[src/rtl/argmax_collect.sv]
// argmax_collect: packs up to 2**S unsigned samples into one frame for a downstream argmax tree
// Ports: clk, rst_n (async active-low); in_data_i/in_valid_i/in_last_i/in_ready_o form the sample
// stream, and in_last_i may close a frame early; out_vec_o (slot 0 = first sample), out_count_o and
// out_valid_o hold the frame until out_ready_i.
module argmax_collect #(
  parameter int S = 3,
  parameter int M = 8
) (
  input  logic                  clk,
  input  logic                  rst_n,
  input  logic [M-1:0]          in_data_i,
  input  logic                  in_valid_i,
  input  logic                  in_last_i,
  output logic                  in_ready_o,
  output logic [M*(2**S)-1:0]   out_vec_o,
  output logic [S:0]            out_count_o,
  output logic                  out_valid_o,
  input  logic                  out_ready_i
);
  localparam int N = 2**S;
  typedef enum logic {FILL, FULL} state_t;
  state_t         state_q;
  logic [S:0]     wr_ptr_q, count_q;
  logic [M*N-1:0] vec_q;
  logic           accept, close;
  assign accept = in_valid_i && state_q == FILL;
  // in_last on the beat that fills the last slot is a single close, never an extra empty frame
  assign close = in_last_i || wr_ptr_q == (S+1)'(N-1);
  // unused slots stay zero because every slot is cleared on handshake and on reset
  always_ff @(posedge clk or negedge rst_n)
    if (!rst_n) begin
      state_q  <= FILL;
      wr_ptr_q <= '0;
      count_q  <= '0;
      vec_q    <= '0;
    end else if (state_q == FULL) begin
      if (out_ready_i) begin
        state_q  <= FILL;
        wr_ptr_q <= '0;
        count_q  <= '0;
        vec_q    <= '0;
      end
    end else if (accept) begin
      vec_q[wr_ptr_q[S-1:0]*M +: M] <= in_data_i;
      wr_ptr_q <= wr_ptr_q + 1'b1;
      if (close) begin
        state_q <= FULL;
        count_q <= wr_ptr_q + 1'b1;
      end
    end
  assign in_ready_o  = state_q == FILL;
  assign out_valid_o = state_q == FULL;
  assign out_vec_o   = vec_q;
  assign out_count_o = count_q;
endmodule

[config.mk]
export PLATFORM = sky130hd
export DESIGN_NAME = argmax_collect
export DESIGN_NICKNAME = d
export VERILOG_FILES = /design/src/rtl/argmax_collect.sv
export SDC_FILE = /design/constraint.sdc
export NUM_CORES = 1
export LEC_CHECK = 0
export BUFFER_PORTS_ARGS = -buffer_cell sky130_fd_sc_hd__buf_2
export CORE_MARGIN = 3
export CORE_UTILIZATION = 50
export DETAILED_ROUTE_END_ITERATION = 10
export PLACE_DENSITY = 0.76
export SLEW_MARGIN = 20
export SYNTH_ARGS = -nofsm -noshare
export SYNTH_HDL_FRONTEND = slang
export SYNTH_SLANG_ARGS = --single-unit
[constraint.sdc]
create_clock -name clk -period 3.5 [get_ports clk]
set_input_delay 0.175 -clock clk [delete_from_list [all_inputs] [get_ports clk]]
set_output_delay 0.175 -clock clk [all_outputs]
set_load 0.005 [all_outputs]
==> results.toml, run 1 <==
[clock_network]
cts_buffers = 9
cts.sinks = 73
h-tree-depth = 3
clkSlewWorstSetupHoldPaths_ns = 0.07
cts_buffer_depth = 2
cts_tree = "built"
clock-root-buffer = "clkbuf_8"
clk_latency_ns = 0.35

[synthesis]
yosys.area_share.adder_pct = 1.53
avgSynthCellArea_um2 = 11.1
synth_seq_cells = 73
synthXorXnorAreaFrac_pct = 1.34
synth_cells = 293
synth-simple-area-share_pct = 14.7
synth_compound_gate_area_share_pct = 3.18
yosysWarnings = 0
syn_nets = 310
syn_area_um2 = 3260
ys_seq_area_share_pct = 56.0
synth_top_family_by_area = "multiplexers"
muxShareOfSynthArea_pct = 19.6
synthDistinctLibCells = 36

[worst_setup_path]
worst_ep_required_time_ns = 3.76
reg2regPathDepth = 6
arrival_ns = 2.83
cp_max_fo = 11
critPathLaunch = "wr_ptr_q[0]"
worstSetupPathType = "reg -> reg"
regToRegStartpoint = "wr_ptr_q[0]"
rrSetupSlack_ns = 0.93
r2r-end = "out_vec_o[12]"
crit_path_start_kind = "flip-flop"
cp-end-kind = "flip-flop"

[grt]
grt_pass1_wl_mm = 12.7
grt_util_all_layers_pct = 22.1
grt_pass1_vias = 2491
grt_max_degree = 41
overflow = 0
antenna_found_initial = 0

[cells_and_area]
diodes = 0
area_growth_pct = 21.4
utilization_pct = 64.6
layout.nets = 391
fillers = 506
regArea_um2 = 1830
multi_input_area_um2 = 1320
final_cell_area_um2 = 3960
post_route_cells_drive_above_1_share_pct = 28.0

[floorplanning]
die_area_um2 = 7530
fp-row-count = 28
die_x_um = 86.8
die_h_um = 86.8
num_io_pins = 83
core_um2 = 6130
start_util_pct = 53.2

[pwr]
power.leakage_nw = 2.30
power_density_nw_per_um2 = 774
p_total_w = 0.00307
vdd_drop_max_mv = 0.415

[routing]
drc_errors = 0
wl_per_cell_um = 17.0
dr.pass1.iters = 4
drtIter0Drc = 147
avgViaCountPerCell = 5.30
wl_mm = 7.74
final_antenna_net_count = 0
vias = 2405

[worst_hold_path]
hold_path_end = "out_vec_o[2]"
hp-start = "in_data_i[2]"
worstHoldPathType = "in -> reg"
min_path_cells = 3

[run_status]
status = "finished clean"

[timing]
rsz0062_at_grt = "false"
hold_viol_final = 0
fmax_mhz = 389
clock_skew_ns = 0.00868
worst_pin_slew_ns = 0.924
slew_viol_final = 0
final.min_clock_period_ns = 2.57
finalSetupTns_ns = 0
max-slew-margin-rel_pct = 38.3
post-route-period-util_pct = 73.4
finalSetupViolCount = 0

[place]
portBuffers = 82
dp.final_hpwl_mm = 5.37
finalWeightedCongestion = 0.790
post_dp_cell_area_um2 = 3720

[flow_run]
max_cap_violations = 0
[critical path, stage by stage, from the launching register on]
cell      delay (ns)
dfrtp_1         0.54
inv_1           0.10
ha_1            0.23
ha_1            0.43
nand3b_1        0.17
nor2b_1         0.75
mux2i_1         0.26
[logic make-up (layout without fill, tap and decap cells)]
family	count (synthesis)	count (layout)
multiplexers	64	64
XOR/XNOR	5	5
AND/OR/NAND/NOR	103	103
buffers and inverters	30	116
adder cells (fa/ha/maj)	4	4
AO/OA/AOI/OAI	14	14
flip-flops	73	73
[what timing repair did]
action / 4_1_cts / 5_1_grt
endpoints found under the setup margin: 0 / 0
gates resized for setup: 0 / 0
hold buffers: 1 / 0
buffers inserted: 0 / 0
hold endpoints to repair: 33 / 0
[power by group]
part | switching, W | internal [W]
clock network | 0.000325 | 0.000423
logic | 0.000537 | 0.000462
registers | 0.000197 | 0.00112
total | 0.00106 | 0.00201
[registers in the layout (all words and copies together), names as in the netlist]
signal / count
out_count_o: 4
out_vec_o: 64
out_valid_o: 1
wr_ptr_q: 4
[layer usage]
layer	vias up	routed length, µm	track usage [%]
met5	-	0	0
li1	1142	-	-
met1	1173	3500	31.1
met3	9	539	4.47
met4	0	96	8.07
met2	81	3600	34.0
[through the flow]
| stage | std cells | hold WS, ns | setup slack [ns] |
|---|---|---|---|
| 2_1_floorplan | 293 | -0.121 | 1.19 |
| 3_3_place_gp | 437 | 0.270 | 1.09 |
| 3_5_place_dp | 437 | 0.279 | 0.990 |
| 4_1_cts | 454 | 0.0672 | 0.932 |
| 5_1_grt | 454 | 0.0823 | 0.657 |
| 6_report | 454 | 0.0816 | 0.932 |
[layout make-up]
class | count | share of cell area, %
clock buffers | 10 | 3.47
clock inverters | 6 | 2.27
inverters | 15 | 1.42
multi-input cells | 190 | 33.4
flip-flops and latches | 73 | 46.1
well taps | 75 | 2.37
repair buffers | 85 | 11.0
[cell usage after synthesis]
cell,n,area share [%]
nand2_1,81,9.3
dfrtp_1,73,56
mux2i_1,64,20
inv_1,15,1.7
clkbuf_1,10,1.2
ha_1,4,1.5
and3b_1,3,0.81
buf_2,3,0.46
nor2b_1,3,0.58
o21ai_0,3,0.46
o22ai_1,3,0.58
xnor2_1,3,0.81
buf_1,2,0.23
nand4_1,2,0.38
nor3b_1,2,0.46
xor2_1,2,0.54
a211o_1,1,0.27
a221oi_1,1,0.27
a32o_1,1,0.31
and2b_1,1,0.23
nand2b_1,1,0.19
nand3_1,1,0.15
nand3b_1,1,0.23
nand4_2,1,0.38
nand4b_1,1,0.27
nor2_1,1,0.11
nor2_2,1,0.19
nor4_4,1,0.65
o2111ai_1,1,0.27
o211a_1,1,0.31
o21a_1,1,0.23
o21bai_1,1,0.23
o311ai_0,1,0.27
or2_2,1,0.19
or3b_4,1,0.35
or4_1,1,0.23
[worst max-delay path by stage]
stage	endpoint	slack, ns
2_1_floorplan	out_vec_o[0]	1.19
3_3_place_gp	out_vec_o[15]	1.09
3_5_place_dp	out_vec_o[9]	0.99
4_1_cts	out_vec_o[9]	0.93
5_1_grt	out_vec_o[14]	0.66
6_report	out_vec_o[12]	0.93
[cells in the final DEF (no fill, tap or decap), types with 3 or more instances in the layout]
cell type / count
mux2i_1: 64
dfrtp_1: 73
o22ai_1: 3
buf_2: 82
nor2b_1: 3
xnor2_1: 3
and3b_1: 3
o21ai_0: 3
inv_1: 15
nand2_1: 80
ha_1: 4
clkbuf_8: 10
Power figures use the tool's default switching activity.
==> inputs of run 2 (changes only) <==
--- a/config.mk
+++ b/config.mk
@@ -7,7 +7,7 @@
 export LEC_CHECK = 0
 export BUFFER_PORTS_ARGS = -buffer_cell sky130_fd_sc_hd__buf_2
 export CORE_MARGIN = 3
-export CORE_UTILIZATION = 50
+export CORE_UTILIZATION = 48
 export DETAILED_ROUTE_END_ITERATION = 10
 export PLACE_DENSITY = 0.76
 export SLEW_MARGIN = 20
==> constraint.sdc (replaced) <==
create_clock -name clk -period 2.1 [get_ports clk]
set_input_delay 0.105 -clock clk [delete_from_list [all_inputs] [get_ports clk]]
set_output_delay 0.105 -clock clk [all_outputs]
set_load 0.005 [all_outputs]
==> run 2 against run 1 <==
Net effect: combinational power rose by 78%; via count rose by 2.6%; sequential share of layout area fell by 0.50 points.
==> results.toml, run 2 (same netlist as run 1, synthesis figures left out) <==
[run_status]
status = "finished clean"

[worst_setup_path]
crit_path_max_incr_delay_ns = 0.50
crit_path_top_delay_cell = "or4_1"
worst_ep_required_time_ns = 2.35
cp_max_fo = 6
worstSetupPathType = "reg -> reg"
cp-end-kind = "flip-flop"
crit_chain = "inv_1 > ha_1 > or3b_4 > or4_1 > o21ai_0"
arrival_ns = 2.19
crit_path_start_kind = "flip-flop"

[cells_and_area]
layout_commonest_cell = "buf_2"
post_route_cells_drive_above_1_share_pct = 30.2
largest_register_ffs = 64
regArea_um2 = 1830
layout.nets = 401
fillers = 550
final_cell_area_um2 = 4010
diodes = 0
mostFrequentLayoutCells = "buf_2, nand2_1, dfrtp_1"
multi_input_area_um2 = 1330
area_growth_pct = 22.8

[floorplanning]
start_util_pct = 50.5
die_h_um = 88.4
num_io_pins = 83
die_x_um = 88.4
die_area_um2 = 7820
fp-row-count = 29
core_um2 = 6460

[routing]
avgViaCountPerCell = 5.31
vias = 2468
wl_mm = 7.74
dr.pass1.iters = 4
drc_errors = 0
final_antenna_net_count = 0
drtIter0Drc = 100
wl_per_cell_um = 16.6

[pwr]
p_clk_share_pct = 19.6
p_sw_w = 0.00175
p_total_w = 0.00490
swShare_pct = 35.7
vdd_drop_max_mv = 0.553
power_frac_comb_pct = 36.4
power_density_nw_per_um2 = 1220
p_seq_share_pct = 44.0
power.leakage_nw = 2.32
p_int_w = 0.00315

[timing]
worst_pin_slew_ns = 0.552
max-slew-margin-rel_pct = 62.8
slew_viol_final = 0
post-route-period-util_pct = 92.5
final.min_clock_period_ns = 1.94
fmax_mhz = 515
finalSetupViolCount = 0
hold_viol_final = 0
clock_skew_ns = 0.00903
finalSetupTns_ns = 0
rsz0062_at_grt = "false"

[clock_network]
cts_buffer_depth = 2
clk_latency_ns = 0.34
cts.sinks = 73
clock-root-buffer = "clkbuf_8"
cts_tree = "built"
cts_buffers = 9
clkSlewWorstSetupHoldPaths_ns = 0.07
h-tree-depth = 3

[grt]
grt_pass1_vias = 2453
grt_util_all_layers_pct = 20.8
grt_pass1_wl_mm = 12.3
grt_max_degree = 51
antenna_found_initial = 0
overflow = 0

[place]
finalWeightedCongestion = 0.848
portBuffers = 82
post_dp_cell_area_um2 = 3810
dp.final_hpwl_mm = 5.57

[flow_run]
max_cap_violations = 0

[worst_hold_path]
worstHoldPathType = "in -> reg"
[run 2: per-layer routing]
layer  part of all wire [%]  GRT usage (%)
met3                    6.3           4.84
met2                     47           31.1
met5                      0              0
met4                   0.96           7.42
met1                     46           30.0
[run 2: power groups by stage]
stage,clock network (W),logic [W],registers (W)
3_3_place_gp,0,0.00170,0.00217
3_5_place_dp,0,0.00178,0.00218
5_1_grt,0.00104,0.00201,0.00221
2_1_floorplan,0,0.000980,0.00219
6_report,0.000960,0.00178,0.00216
4_1_cts,0.000978,0.00179,0.00216
[run 2: cell type report]
class	instances	share of cell area [%]
Sequential cell	73	45.6
Multi-Input combinational cell	190	33.2
Timing Repair Buffer	95	13.2
Clock buffer	10	3.44
Tap cell	77	2.41
Inverter	15	1.41
Clock inverter	5	0.812
[run 2: metrics by stage]
step | utilization (%) | hold slack (ns) | setup WS [ns] | cells
2_1_floorplan | - | -0.191 | 0.0171 | 293
3_3_place_gp | 59.0 | 0.125 | 0.199 | 449
3_5_place_dp | 59.0 | 0.135 | 0.121 | 449
4_1_cts | 61.8 | 0.00827 | 0.114 | 465
5_1_grt | 62.0 | 0.0169 | 0.0313 | 465
6_report | 62.0 | 0.0210 | 0.158 | 465
[run 2: worst max-delay path: cells and delay by family, from the launching register on]
kind / cells / cell delay [ns]
AO/OA/AOI/OAI: 1 / 0.09
adder cells (fa/ha/maj): 1 / 0.35
buffers and inverters: 1 / 0.08
flip-flops: 1 / 0.42
AND/OR/NAND/NOR: 2 / 0.92
[run 2: repair_timing]
| action | CTS | global route |
|---|---|---|
| hold endpoints to repair | 23 | 0 |
| setup endpoints to repair | 0 | 9 |
| setup buffers | 0 | 0 |
| gates resized for setup | 0 | 3 |
| hold buffers | 1 | 0 |
[run 2: final timing paths]
kind,slack [ns],cells after the start,end,from
setup / recovery,0.16,5,out_vec_o[25],wr_ptr_q[1]
hold / removal,0.02,3,out_vec_o[6],in_data_i[6]
setup reg to reg,0.16,5,out_vec_o[25],wr_ptr_q[1]
hold reg to reg,0.52,2,out_vec_o[24],out_vec_o[24]
max in group asynchronous,1.15,3,out_vec_o[13],rst_n
min in group asynchronous,0.29,2,out_vec_o[14],rst_n
